`config.mk`:
```
export PLATFORM = sky130hd
export DESIGN_NAME = seg7_scan
export DESIGN_NICKNAME = d
export VERILOG_FILES = /design/src/rtl/seg7_scan_pkg.sv /design/src/rtl/seg7_decode.sv /design/src/rtl/seg7_scan.sv
export SDC_FILE = /design/constraint.sdc
export NUM_CORES = 1
export LEC_CHECK = 0
export CAP_MARGIN = 25
export CORE_UTILIZATION = 48
export DETAILED_ROUTE_END_ITERATION = 7
export GPL_TIMING_DRIVEN = 0
export PLACE_DENSITY = 0.73
export SYNTH_ARGS = -nofsm -noshare
export SYNTH_HDL_FRONTEND = slang
export SYNTH_HIERARCHICAL = 1
export SYNTH_SLANG_ARGS = --single-unit
export TNS_END_PERCENT = 5
```
`constraint.sdc`:
```
create_clock -name clk -period 2.7 [get_ports clk]
set_input_delay 0.54 -clock clk [delete_from_list [all_inputs] [get_ports clk]]
set_output_delay 0.54 -clock clk [all_outputs]
set_load 0.1 [all_outputs]
```
`src/rtl/seg7_scan_pkg.sv`:
```
// Shared constants for the 4-digit multiplexed 7-segment scanner:
// display codes, anode select patterns and the blank segment pattern.
package seg7_scan_pkg;

    typedef logic [1:0] digit_idx_t;

    // Display codes beyond the decimal digits
    localparam logic [3:0] CODE_P     = 4'd10;
    localparam logic [3:0] CODE_UP    = 4'd11;
    localparam logic [3:0] CODE_DOWN  = 4'd12;
    localparam logic [3:0] CODE_DASH  = 4'd13;
    localparam logic [3:0] CODE_BLANK = 4'd15;

    // Active-low anode selects, one digit low at a time
    localparam logic [3:0] DIGIT_SEL0 = 4'b1110;
    localparam logic [3:0] DIGIT_SEL1 = 4'b1101;
    localparam logic [3:0] DIGIT_SEL2 = 4'b1011;
    localparam logic [3:0] DIGIT_SEL3 = 4'b0111;
    localparam logic [3:0] DIGIT_NONE = 4'b1111;

    // Active-low segments {g,f,e,d,c,b,a}, all off
    localparam logic [6:0] SEG_BLANK  = 7'b1111111;

    function automatic logic [3:0] digit_pattern(input digit_idx_t idx);
        logic [3:0] pat;
        case (idx)
            2'd0:    pat = DIGIT_SEL0;
            2'd1:    pat = DIGIT_SEL1;
            2'd2:    pat = DIGIT_SEL2;
            default: pat = DIGIT_SEL3;
        endcase
        return pat;
    endfunction

endpackage

```
`src/rtl/seg7_decode.sv`:
```
// Combinational 4-bit display code to active-low 7-segment pattern {g,f,e,d,c,b,a}.
module seg7_decode
    import seg7_scan_pkg::*;
(
    input  logic [3:0] i_code,
    output logic [6:0] o_seg
);

    // Code lookup; unused codes 14 and 15 are blank
    always_comb begin
        o_seg = SEG_BLANK;
        case (i_code)
            4'd0:      o_seg = 7'b1000000;
            4'd1:      o_seg = 7'b1111001;
            4'd2:      o_seg = 7'b0100100;
            4'd3:      o_seg = 7'b0110000;
            4'd4:      o_seg = 7'b0011001;
            4'd5:      o_seg = 7'b0010010;
            4'd6:      o_seg = 7'b0000010;
            4'd7:      o_seg = 7'b1111000;
            4'd8:      o_seg = 7'b0000000;
            4'd9:      o_seg = 7'b0010000;
            CODE_P:    o_seg = 7'b0001100;
            CODE_UP:   o_seg = 7'b1011100;
            CODE_DOWN: o_seg = 7'b1100011;
            CODE_DASH: o_seg = 7'b0111111;
            default:   o_seg = SEG_BLANK;
        endcase
    end

endmodule

```
`src/rtl/seg7_scan.sv`:
```
// Four-digit multiplexed 7-segment scanner. A prescaler produces one tick per
// digit slot; the digit index advances on each tick. Input values are captured
// into shadow registers once per frame (on the 3->0 wrap tick) so a frame
// never mixes old and new data. DIGIT and DISPLAY are registered together.
// Optional blinking is compiled in when SEG7_SCAN_BLINK_EN is defined.
module seg7_scan
    import seg7_scan_pkg::*;
#(
    parameter int SCAN_DIV     = 50000,
    parameter int BLINK_FRAMES = 250
) (
    input  logic       clk,
    input  logic       rst,
    input  logic       en,
    input  logic [3:0] value0,
    input  logic [3:0] value1,
    input  logic [3:0] value2,
    input  logic [3:0] value3,
    input  logic [3:0] blink_mask,
    output logic [3:0] DIGIT,
    output logic [6:0] DISPLAY,
    output logic       frame_done
);

    localparam int CW = $clog2(SCAN_DIV);

    logic [CW-1:0] r_count;
    digit_idx_t    r_idx;
    logic [3:0]    r_shadow [4];
    logic [3:0]    r_digit;
    logic [6:0]    r_display;
    logic          r_frame_done;

    logic          w_tick;
    logic          w_wrap;
    digit_idx_t    w_idx_next;
    logic [3:0]    w_value [4];
    logic [3:0]    w_code;
    logic [6:0]    w_seg;
    logic          w_hide;

    assign w_value[0] = value0;
    assign w_value[1] = value1;
    assign w_value[2] = value2;
    assign w_value[3] = value3;

    assign w_tick     = (r_count == CW'(SCAN_DIV - 1));
    assign w_wrap     = w_tick && (r_idx == 2'd3);
    assign w_idx_next = r_idx + 2'd1;

    // At the wrap the shadow is being loaded on this same edge, so take the
    // fresh input directly for digit 0 instead of the stale shadow.
    assign w_code = w_wrap ? w_value[0] : r_shadow[w_idx_next];

    seg7_decode u_decode (
        .i_code (w_code),
        .o_seg  (w_seg)
    );

    // Prescaler: one tick every SCAN_DIV cycles
    always_ff @(posedge clk) begin
        if (rst)         r_count <= '0;
        else if (w_tick) r_count <= '0;
        else             r_count <= r_count + CW'(1);
    end

    // Digit index advances once per tick, wrapping 3 -> 0
    always_ff @(posedge clk) begin
        if (rst)         r_idx <= 2'd0;
        else if (w_tick) r_idx <= w_idx_next;
    end

    // Shadow registers capture the inputs only at the frame wrap
    generate
        for (genvar gi = 0; gi < 4; gi++) begin : g_shadow
            always_ff @(posedge clk) begin
                if (rst)         r_shadow[gi] <= CODE_BLANK;
                else if (w_wrap) r_shadow[gi] <= w_value[gi];
            end
        end
    endgenerate

`ifdef SEG7_SCAN_BLINK_EN
    localparam int BCW = (BLINK_FRAMES > 1) ? $clog2(BLINK_FRAMES) : 1;

    logic [BCW-1:0] r_blink_cnt;
    logic           r_blink_on;
    logic           w_blink_on_next;

    // Phase for the frame being entered; a whole frame uses one phase
    assign w_blink_on_next = (w_wrap && (r_blink_cnt == BCW'(BLINK_FRAMES - 1)))
                             ? ~r_blink_on : r_blink_on;
    assign w_hide = blink_mask[w_idx_next] && !w_blink_on_next;

    // Frame counter and blink phase, toggled every BLINK_FRAMES frames
    always_ff @(posedge clk) begin
        if (rst) begin
            r_blink_cnt <= '0;
            r_blink_on  <= 1'b1;
        end else if (w_wrap) begin
            r_blink_on <= w_blink_on_next;
            if (r_blink_cnt == BCW'(BLINK_FRAMES - 1)) r_blink_cnt <= '0;
            else                                       r_blink_cnt <= r_blink_cnt + BCW'(1);
        end
    end
`else
    logic w_unused_blink;
    assign w_unused_blink = ^{blink_mask, BLINK_FRAMES[0]};
    assign w_hide         = 1'b0;
`endif

    // Registered outputs: anode and segments change together on a tick
    always_ff @(posedge clk) begin
        if (rst) begin
            r_digit      <= DIGIT_NONE;
            r_display    <= SEG_BLANK;
            r_frame_done <= 1'b0;
        end else begin
            r_frame_done <= w_wrap;
            if (w_tick) begin
                if (!en) begin
                    r_digit   <= DIGIT_NONE;
                    r_display <= SEG_BLANK;
                end else begin
                    r_digit   <= digit_pattern(w_idx_next);
                    r_display <= w_hide ? SEG_BLANK : w_seg;
                end
            end
        end
    end

    assign DIGIT      = r_digit;
    assign DISPLAY    = r_display;
    assign frame_done = r_frame_done;

endmodule

```
==> impl_metrics.env, run 1 <==
export IMPL_outcome="complete, no violations"
export IMPL_setup_viol_count_final=0
export IMPL_drive_gt1_frac=0.201
export IMPL_placeableCoreArea_sq_um=4500
export IMPL_critPathRequiredTime_ns=2.91
export IMPL_finalMaxSlewViolations=0
export IMPL_cellPowerDensity_nw_per_um2=421
export IMPL_clkLatencyLatePin_ns=0.31
export IMPL_routabilityCongestion=0.759
export IMPL_crit_arrival_ns=2.80
export IMPL_cts_buffers=5
export IMPL_first_iter_violations=60
export IMPL_postSynth_asyncResetShare=0
export IMPL_fillCellCount=383
export IMPL_htree_levels=2
export IMPL_viasPerCell=5.11
export IMPL_path_class="reg2reg"
export IMPL_cts_buffer_depth=2
export IMPL_grt_pass1_wl_um=7040
export IMPL_diodes=0
export IMPL_regArea_sq_um=1090
export IMPL_portBuffers=30
export IMPL_worstSetupEndpointType="flop"
export IMPL_dr_pass1_iters=4
export IMPL_multi_input_area_sq_um=1190
export IMPL_syn_nets=248
export IMPL_p_leak_uw=0.00105
export IMPL_finalNetCount=296
export IMPL_grt_start_max_net_pins=17
export IMPL_finalCritPeriodShare=0.960
export IMPL_setup_ws_ns=0.108
export IMPL_slew_headroom=0.356
export IMPL_vias=1616
export IMPL_die_area_sq_um=5120
export IMPL_worst_pin_slew_ns=0.964
export IMPL_ant_nets=0
export IMPL_clock_sinks=46
export IMPL_grt_pass1_vias=1495
export IMPL_place_inst=297
export IMPL_critPathLaunchType="flop"
export IMPL_path_max_fanout=5
export IMPL_rows=24
export IMPL_fin_cells=316
export IMPL_finalHoldViolCount=0
export IMPL_hold_ws_ns=0.448
export IMPL_fin_skew_ns=0.0133
export IMPL_tritoncts="yes"
export IMPL_die_y_um=71.5
export IMPL_fin_crit_ns=2.59
export IMPL_reg2reg_depth=11
export IMPL_fmax_mhz=386
export IMPL_synth_edf_count=16
export IMPL_place_worst_setup_slack_ns=-0.302
export IMPL_synth_flop_cell="dfxtp_1"
export IMPL_wirelength_um=4200
export IMPL_io_pins=35
export IMPL_holdCritPathClass="reg2reg"
export IMPL_drc_errors=0
export IMPL_maxCapViolations=0
export IMPL_area_delta_synth_final_pct=26.7
export IMPL_seq_area_frac_synth=0.466
export IMPL_track_usage=0.182
export IMPL_rsz0062_at_grt="true"
export IMPL_synth_area_sq_um=2320
export IMPL_start_util=0.515
export IMPL_antenna_found_initial=0
export IMPL_syn_avg_cell_area_sq_um=10.8
export IMPL_ys_types=37
export IMPL_ir_drop_v=0.000254
export IMPL_ys_ff_latch=46
export IMPL_clk_pin_slew_worst_paths_ns=0.10
export IMPL_overflow=0
export IMPL_yosysWarnings=6
export IMPL_hold_buffers=0
export IMPL_clock_root_buffer="clkbuf_8"
export IMPL_wl_per_cell_um=13.3
export IMPL_dieWidth_um=71.5
export IMPL_place_detailed_hpwl_um=2930
export IMPL_synth_cells=215
export IMPL_min_path_cells=1
==> synthesized netlist by cell type, types with 5 or more instances <==
| master | n | share of area |
|---|---|---|
| nand2_1 | 6 | 0.0097 |
| mux2i_1 | 7 | 0.030 |
| o21bai_1 | 7 | 0.023 |
| xnor2_1 | 13 | 0.049 |
| nor3b_1 | 7 | 0.023 |
| dfxtp_1 | 30 | 0.26 |
| nand2b_1 | 23 | 0.062 |
| nand3_1 | 6 | 0.013 |
| inv_1 | 11 | 0.018 |
| ha_1 | 10 | 0.054 |
| mux4_2 | 5 | 0.049 |
| nor2_1 | 21 | 0.034 |
| nor2b_1 | 7 | 0.019 |
| edfxtp_1 | 16 | 0.21 |
==> layout by cell type (no fill, tap or decap), types with 3 or more instances in the layout <==
master / count
nand2_1: 6
nor3b_1: 5
clkdlybuf4s50_1: 30
ha_4: 3
mux2_4: 4
nor2_1: 21
dfxtp_1: 27
xnor2_1: 13
nor4_1: 4
nor2b_1: 7
buf_2: 3
nand2b_1: 23
buf_4: 12
inv_1: 8
mux2i_1: 7
mux4_2: 5
o21ai_0: 4
nand4_1: 4
nor3_1: 4
o21bai_1: 7
edfxtp_1: 16
clkbuf_8: 6
inv_4: 3
nand3_1: 6
ha_1: 7
==> metrics by stage <==
step	utilization	cell area, sq um	power (uW)	setup TNS (ns)
2_1_floorplan	-	2340	773	0
3_3_place_gp	0.601	2710	807	-0.482
3_5_place_dp	0.601	2710	809	-0.590
4_1_cts	0.638	2880	1250	0
5_1_grt	0.653	2940	1290	-0.0131
6_report	0.653	2940	1240	0
==> logic make-up (layout without fill, tap and decap cells) <==
kind of cell / Yosys count / count (layout) / synth area share
simple gates: 92 / 92 / 0.230
flops: 46 / 46 / 0.466
buf+inv: 21 / 70 / 0.0415
mux: 17 / 17 / 0.109
xor+xnor: 15 / 15 / 0.0566
compound gates: 14 / 14 / 0.0421
fa+ha+maj: 10 / 10 / 0.0539
==> metal layers <==
layer  up-vias  share of wire  GRT usage
li1        839              -          -
met1       748           0.48      0.238
met2        21           0.48      0.298
met3         8          0.025     0.0422
met4         0          0.015     0.0654
met5         -              0          0
==> worst max-delay path, cell delays in order (launching register included) <==
cell and delay [ns]:
dfxtp_2 0.35, clkbuf_8 0.15, inv_1 0.10, ha_4 0.32
mux4_2 0.29, mux2_4 0.31, inv_4 0.08, ha_4 0.15
inv_2 0.03, mux4_2 0.48, nor3b_2 0.17, o21bai_1 0.07
==> power breakdown <==
group	internal, uW	switching [uW]
sequential	721	5.28
combinational	46.0	27.4
clock	186	251
==> path summary, 6_finish.rpt <==
check | startpoint | endpoint | slack (ns)
hold reg to reg | r_count[0] | r_count[0] | 0.45
setup reg to reg | r_idx[0] | DISPLAY[3] | 0.11
hold / removal | r_count[0] | r_count[0] | 0.45
setup / recovery | r_idx[0] | DISPLAY[3] | 0.11
==> final cells by class <==
type | count | share of cell area
plain buffers | 10 | 0.0243
clock inverters | 3 | 0.00766
multi-input cells | 148 | 0.407
inverters | 11 | 0.0158
flip-flops and latches | 46 | 0.370
repair buffers | 41 | 0.130
well taps | 52 | 0.0221
clock buffers | 5 | 0.0234
==> state kept, by name, summed over array words and instances, names as in the netlist <==
register,cells
r_count,16
frame_done,1
r_shadow,16
DIGIT,4
r_idx,2
DISPLAY,7
==> timing repair <==
item,CTS,global route
pin swaps,1,6
gates resized for setup,10,4
endpoints found under the setup margin,6,2
buffers inserted,4,7
Power figures use the tool's default switching activity.
==> inputs of run 2 (changes only) <==
- CORE_UTILIZATION: 48 -> 52
- PLACE_DENSITY: 0.73 -> 0.75
- clock period: 2.7 -> 2.5 ns (I/O delays scaled with it)
==> impl_metrics.env, run 2 (synthesis results as in run 1) <==
export IMPL_cellPowerDensity_nw_per_um2=446
export IMPL_viasPerCell=5.18
export IMPL_violations="negative setup slack"
export IMPL_hold_ws_ns=0.480
export IMPL_io_pins=35
export IMPL_clock_root_buffer="clkbuf_8"
export IMPL_worstSetupEndpointType="flop"
export IMPL_fmax_mhz=396
export IMPL_dieWidth_um=68.8
export IMPL_rr_startpoint="r_count[0]"
export IMPL_maxCapViolations=0
export IMPL_path_class="reg2reg"
export IMPL_first_iter_violations=43
export IMPL_setup_viol_count_final=2
export IMPL_start_util=0.560
export IMPL_regArea_sq_um=1090
export IMPL_overflow=0
export IMPL_place_detailed_hpwl_um=2840
export IMPL_diodes=0
export IMPL_fin_crit_ns=2.53
export IMPL_clk_pin_slew_worst_paths_ns=0.09
export IMPL_r2r_slack_ns=-0.03
export IMPL_rsz0062_at_grt="true"
export IMPL_fillCellCount=311
export IMPL_wl_per_cell_um=13.7
export IMPL_dr_pass1_iters=4
export IMPL_grt_start_max_net_pins=17
export IMPL_finalMaxSlewViolations=0
export IMPL_critPathLaunchType="flop"
export IMPL_layout_commonest_cell="clkdlybuf4s50_1"
export IMPL_finalHoldViolCount=0
export IMPL_grt_pass1_vias=1496
export IMPL_finalCritPeriodShare=1.01
export IMPL_drc_errors=0
export IMPL_p_leak_uw=0.00110
export IMPL_die_y_um=68.8
export IMPL_outcome="finished, violations left"
export IMPL_cpPeakStageDelay_ns=0.47
export IMPL_holdCritPathClass="reg2reg"
export IMPL_multi_input_area_sq_um=1200
export IMPL_cp_common_cell="ha_4"
export IMPL_portBuffers=30
export IMPL_cts_buffer_depth=2
export IMPL_place_area_sq_um=2750
export IMPL_htree_levels=2
export IMPL_vias=1663
export IMPL_clkLatencyLatePin_ns=0.29
export IMPL_min_path_cells=2
export IMPL_slew_headroom=0.354
export IMPL_path_max_fanout=3
export IMPL_fin_skew_ns=0.00714
export IMPL_tritoncts="yes"
export IMPL_setup_ws_ns=-0.0274
export IMPL_routabilityCongestion=0.764
export IMPL_ant_nets=0
export IMPL_crit_arrival_ns=2.72
export IMPL_cts_buffers=5
export IMPL_design_area_sq_um=3010
export IMPL_grt_pass1_wl_um=7110
export IMPL_regToRegEndpoint="DISPLAY[3]"
export IMPL_slowest_stage="mux4_2"
export IMPL_drive_gt1_frac=0.244
export IMPL_cp_cell_sequence="ha_4 > and3_4 > nand4_1 > or2_4 > mux2_4 > inv_4 > ha_4 > inv_2 > mux4_2 > nor3b_2 > o21bai_1"
export IMPL_hold_end="DIGIT[0]"
export IMPL_hold_start="DIGIT[0]"
export IMPL_die_area_sq_um=4730
export IMPL_clock_sinks=46
export IMPL_ir_drop_v=0.000379
export IMPL_rows=23
export IMPL_wirelength_um=4380
export IMPL_critPathRequiredTime_ns=2.69
export IMPL_reg2reg_depth=11
export IMPL_placeableCoreArea_sq_um=4140
export IMPL_area_delta_synth_final_pct=29.7
export IMPL_mostFrequentLayoutCells="30 x clkdlybuf4s50_1, 23 x dfxtp_1, 23 x nand2b_1"
export IMPL_track_usage=0.210
export IMPL_finalNetCount=303
export IMPL_antenna_found_initial=0
export IMPL_worst_pin_slew_ns=0.966
==> run 2: through the flow <==
step	std cells	utilization	power, uW	TNS [ns]	worst slack [ns]
3_3_place_gp	295	0.663	875	-0.651	-0.268
6_report	321	0.726	1340	-0.0321	-0.0274
5_1_grt	321	0.726	1400	-0.433	-0.146
2_1_floorplan	215	-	838	-0.107	-0.0627
3_5_place_dp	295	0.663	876	-0.800	-0.302
4_1_cts	320	0.719	1350	-0.589	-0.0830
==> run 2: worst max path at each step <==
stage	slack [ns]	startpoint	cells past startpoint	endpoint
floorplan	-0.06	r_count[0]	12	DISPLAY[3]
global placement	-0.27	r_count[0]	12	DISPLAY[3]
detailed placement	-0.30	r_count[0]	12	DISPLAY[3]
CTS	-0.08	r_count[0]	12	DISPLAY[3]
global route	-0.15	r_count[0]	11	DISPLAY[3]
finish	-0.03	r_count[0]	11	DISPLAY[3]
==> run 2: timing repair <==
item,CTS,global route
gates resized for setup,6,14
endpoints found under the setup margin,7,17
hold buffers,0,0
setup buffers,17,2
pin swaps,6,8
==> run 2: layout make-up <==
class,instances,share of cell area
Timing Repair Buffer,49,0.147
Sequential cell,46,0.362
Clock buffer,7,0.0300
Buffer,9,0.0225
Inverter,11,0.0154
Tap cell,50,0.0208
Multi-Input combinational cell,148,0.400
Clock inverter,1,0.00166
==> run 2: per-layer routing <==
layer,global-route usage,part of all wire,vias up
met1,0.263,0.47,772
met4,0.0791,0.019,0
li1,-,-,849
met5,0,0,-
met3,0.0395,0.030,7
met2,0.360,0.48,35
==> run 2: worst max-delay path, delay by kind of cell, from the launching register on <==
kind                     cells  cell delay (ns)
multiplexers                 2             0.81
AND/OR/NAND/NOR              4             0.80
flip-flops                   1             0.37
buffers and inverters        2             0.11
AO/OA/AOI/OAI                1             0.07
adder cells (fa/ha/maj)      2             0.26
==> run 2: report_power, final <==
group	switching (uW)	internal (uW)
sequential	5.71	779
combinational	30.9	53.0
clock	240	234
total	277	1070
==> inputs of run 3 (changes only) <==
- CORE_UTILIZATION: 52 -> 50
- PLACE_DENSITY: 0.75 -> 0.73
==> impl_metrics.env, run 3 (synthesis results as in run 1) <==
export IMPL_finalMaxSlewViolations=0
export IMPL_slew_headroom=0.351
export IMPL_mostFrequentLayoutCells="30 x clkdlybuf4s50_1, 23 x nand2b_1, 21 x dfxtp_1, 21 x nor2_1, 18 x buf_4"
export IMPL_wirelength_um=4510
export IMPL_wl_per_cell_um=14.0
export IMPL_drive_gt1_frac=0.257
export IMPL_hold_end="DIGIT[1]"
export IMPL_fin_cells=321
export IMPL_multi_input_area_sq_um=1220
export IMPL_p_clk_frac=0.386
export IMPL_path_max_fanout=5
export IMPL_finalCritPeriodShare=1.02
export IMPL_grt_pass1_vias=1708
export IMPL_drc_errors=0
export IMPL_path_class="reg2reg"
export IMPL_globalRoute_busiestLayer="met2"
export IMPL_grt_pass1_wl_um=7850
export IMPL_fillCellCount=356
export IMPL_rsz0062_at_grt="true"
export IMPL_io_pins=35
export IMPL_rows=24
export IMPL_critPathLaunchType="flop"
export IMPL_first_iter_violations=54
export IMPL_vias=1681
export IMPL_htree_levels=2
export IMPL_outcome="finished, violations left"
export IMPL_cts_buffers=5
export IMPL_tritoncts="yes"
export IMPL_place_inst=297
export IMPL_p_leak_uw=0.00110
export IMPL_viasPerCell=5.24
export IMPL_antenna_found_initial=0
export IMPL_ant_nets=0
export IMPL_fin_crit_ns=2.54
export IMPL_dr_pass1_iters=4
export IMPL_diodes=0
export IMPL_finalHoldViolCount=0
export IMPL_rr_startpoint="r_count[8]"
export IMPL_track_usage=0.203
export IMPL_hold_start="DIGIT[1]"
export IMPL_cellPowerDensity_nw_per_um2=464
export IMPL_layout_commonest_cell="clkdlybuf4s50_1"
export IMPL_worst_pin_slew_ns=0.971
export IMPL_setup_ws_ns=-0.0395
export IMPL_regToRegEndpoint="DISPLAY[3]"
export IMPL_grt_start_max_net_pins=17
export IMPL_internal_power_uw=1090
export IMPL_switchingPower_uw=312
export IMPL_fmax_mhz=394
export IMPL_hold_buffers=0
export IMPL_start_util=0.526
export IMPL_grt_use_met2=0.349
export IMPL_ir_drop_v=0.000425
export IMPL_place_worst_setup_slack_ns=-0.295
export IMPL_min_path_cells=2
export IMPL_reg2reg_depth=10
export IMPL_worstSetupEndpointType="flop"
export IMPL_grtUsageMet3=0.0433
export IMPL_r2r_slack_ns=-0.04
export IMPL_clock_sinks=46
export IMPL_power_frac_seq=0.557
export IMPL_placeableCoreArea_sq_um=4410
export IMPL_setup_viol_count_final=1
export IMPL_portBuffers=30
export IMPL_dieWidth_um=70.1
export IMPL_comb_power_share=0.057
export IMPL_power_switching_share=0.223
export IMPL_clock_root_buffer="clkbuf_8"
export IMPL_finalNetCount=301
export IMPL_cts_buffer_depth=2
export IMPL_area_delta_synth_final_pct=30.5
export IMPL_maxCapViolations=0
export IMPL_critPathRequiredTime_ns=2.71
export IMPL_clk_pin_slew_worst_paths_ns=0.10
export IMPL_overflow=0
export IMPL_regArea_sq_um=1100
export IMPL_crit_arrival_ns=2.75
export IMPL_holdCritPathClass="reg2reg"
export IMPL_routabilityCongestion=0.806
export IMPL_grt_met1_usage=0.256
export IMPL_die_area_sq_um=4920
export IMPL_fin_skew_ns=0.00958
export IMPL_place_area_sq_um=2750
export IMPL_die_y_um=70.1
export IMPL_violations="negative setup slack"
export IMPL_design_area_sq_um=3030
export IMPL_clkLatencyLatePin_ns=0.31
export IMPL_place_detailed_hpwl_um=3200
[run 3: changes by cell type in the layout (fill, tap and decap cells not counted), sizes merged]
cell / before / now
buf: 26 / 22
clkbuf: 9 / 10
clkinv: 1 / 0
clkinvlp: 0 / 1
inv: 11 / 12
[run 3: final cells by class]
cell class	count	share of cell area
Buffer	9	0.0198
Multi-Input combinational cell	148	0.402
Sequential cell	46	0.363
Inverter	11	0.0153
Tap cell	52	0.0215
Clock inverter	2	0.00620
Timing Repair Buffer	47	0.141
Clock buffer	6	0.0310
[run 3: worst max-delay path by stage]
stage / from / endpoint / slack (ns) / cells after the start
CTS: r_count[0] / DISPLAY[3] / -0.07 / 12
global route: r_count[5] / DISPLAY[3] / -0.12 / 10
detailed placement: r_count[0] / DISPLAY[3] / -0.30 / 12
finish: r_count[8] / DISPLAY[3] / -0.04 / 10
global placement: r_count[0] / DISPLAY[3] / -0.24 / 12
floorplan: r_count[0] / DISPLAY[3] / -0.06 / 12
[run 3: critical path, stage by stage (launching register included)]
cell and delay (ns):
dfxtp_1 0.42, and4bb_2 0.26, nand4_1 0.14, or2_4 0.31, mux2_4 0.35, inv_4 0.07, ha_4 0.13, inv_2 0.03
mux4_2 0.48, nor3b_2 0.17, o21bai_1 0.08
[run 3: per-layer routing]
metal | wire (um) | part of all wire
met1 | 2000 | 0.44
met2 | 2360 | 0.52
met3 | 102 | 0.023
met4 | 45 | 0.010
met5 | 0 | 0
[run 3: repair_timing]
action                     CTS  global route
hold endpoints to repair     0             0
buffers inserted            14             3
pin swaps                    6            10
setup endpoints to repair    7             7
resized for setup            9            13
[run 3: metrics by stage]
stage / setup TNS [ns] / util / hold slack, ns / total power (uW)
4_1_cts: -0.112 / 0.676 / 0.498 / 1420
3_5_place_dp: -0.809 / 0.623 / 0.460 / 877
6_report: -0.0395 / 0.686 / 0.490 / 1400
5_1_grt: -0.307 / 0.686 / 0.552 / 1450
3_3_place_gp: -0.584 / 0.623 / 0.443 / 875
2_1_floorplan: -0.107 / - / 0.432 / 838
[run 3: power by group through the flow]
stage	Combinational (uW)	Clock [uW]	Sequential (uW)
floorplan	36.1	0	802
global placement	72.3	0	803
detailed placement	74.4	0	803
CTS	80.4	553	784
global route	87.4	579	783
finish	80.2	541	782
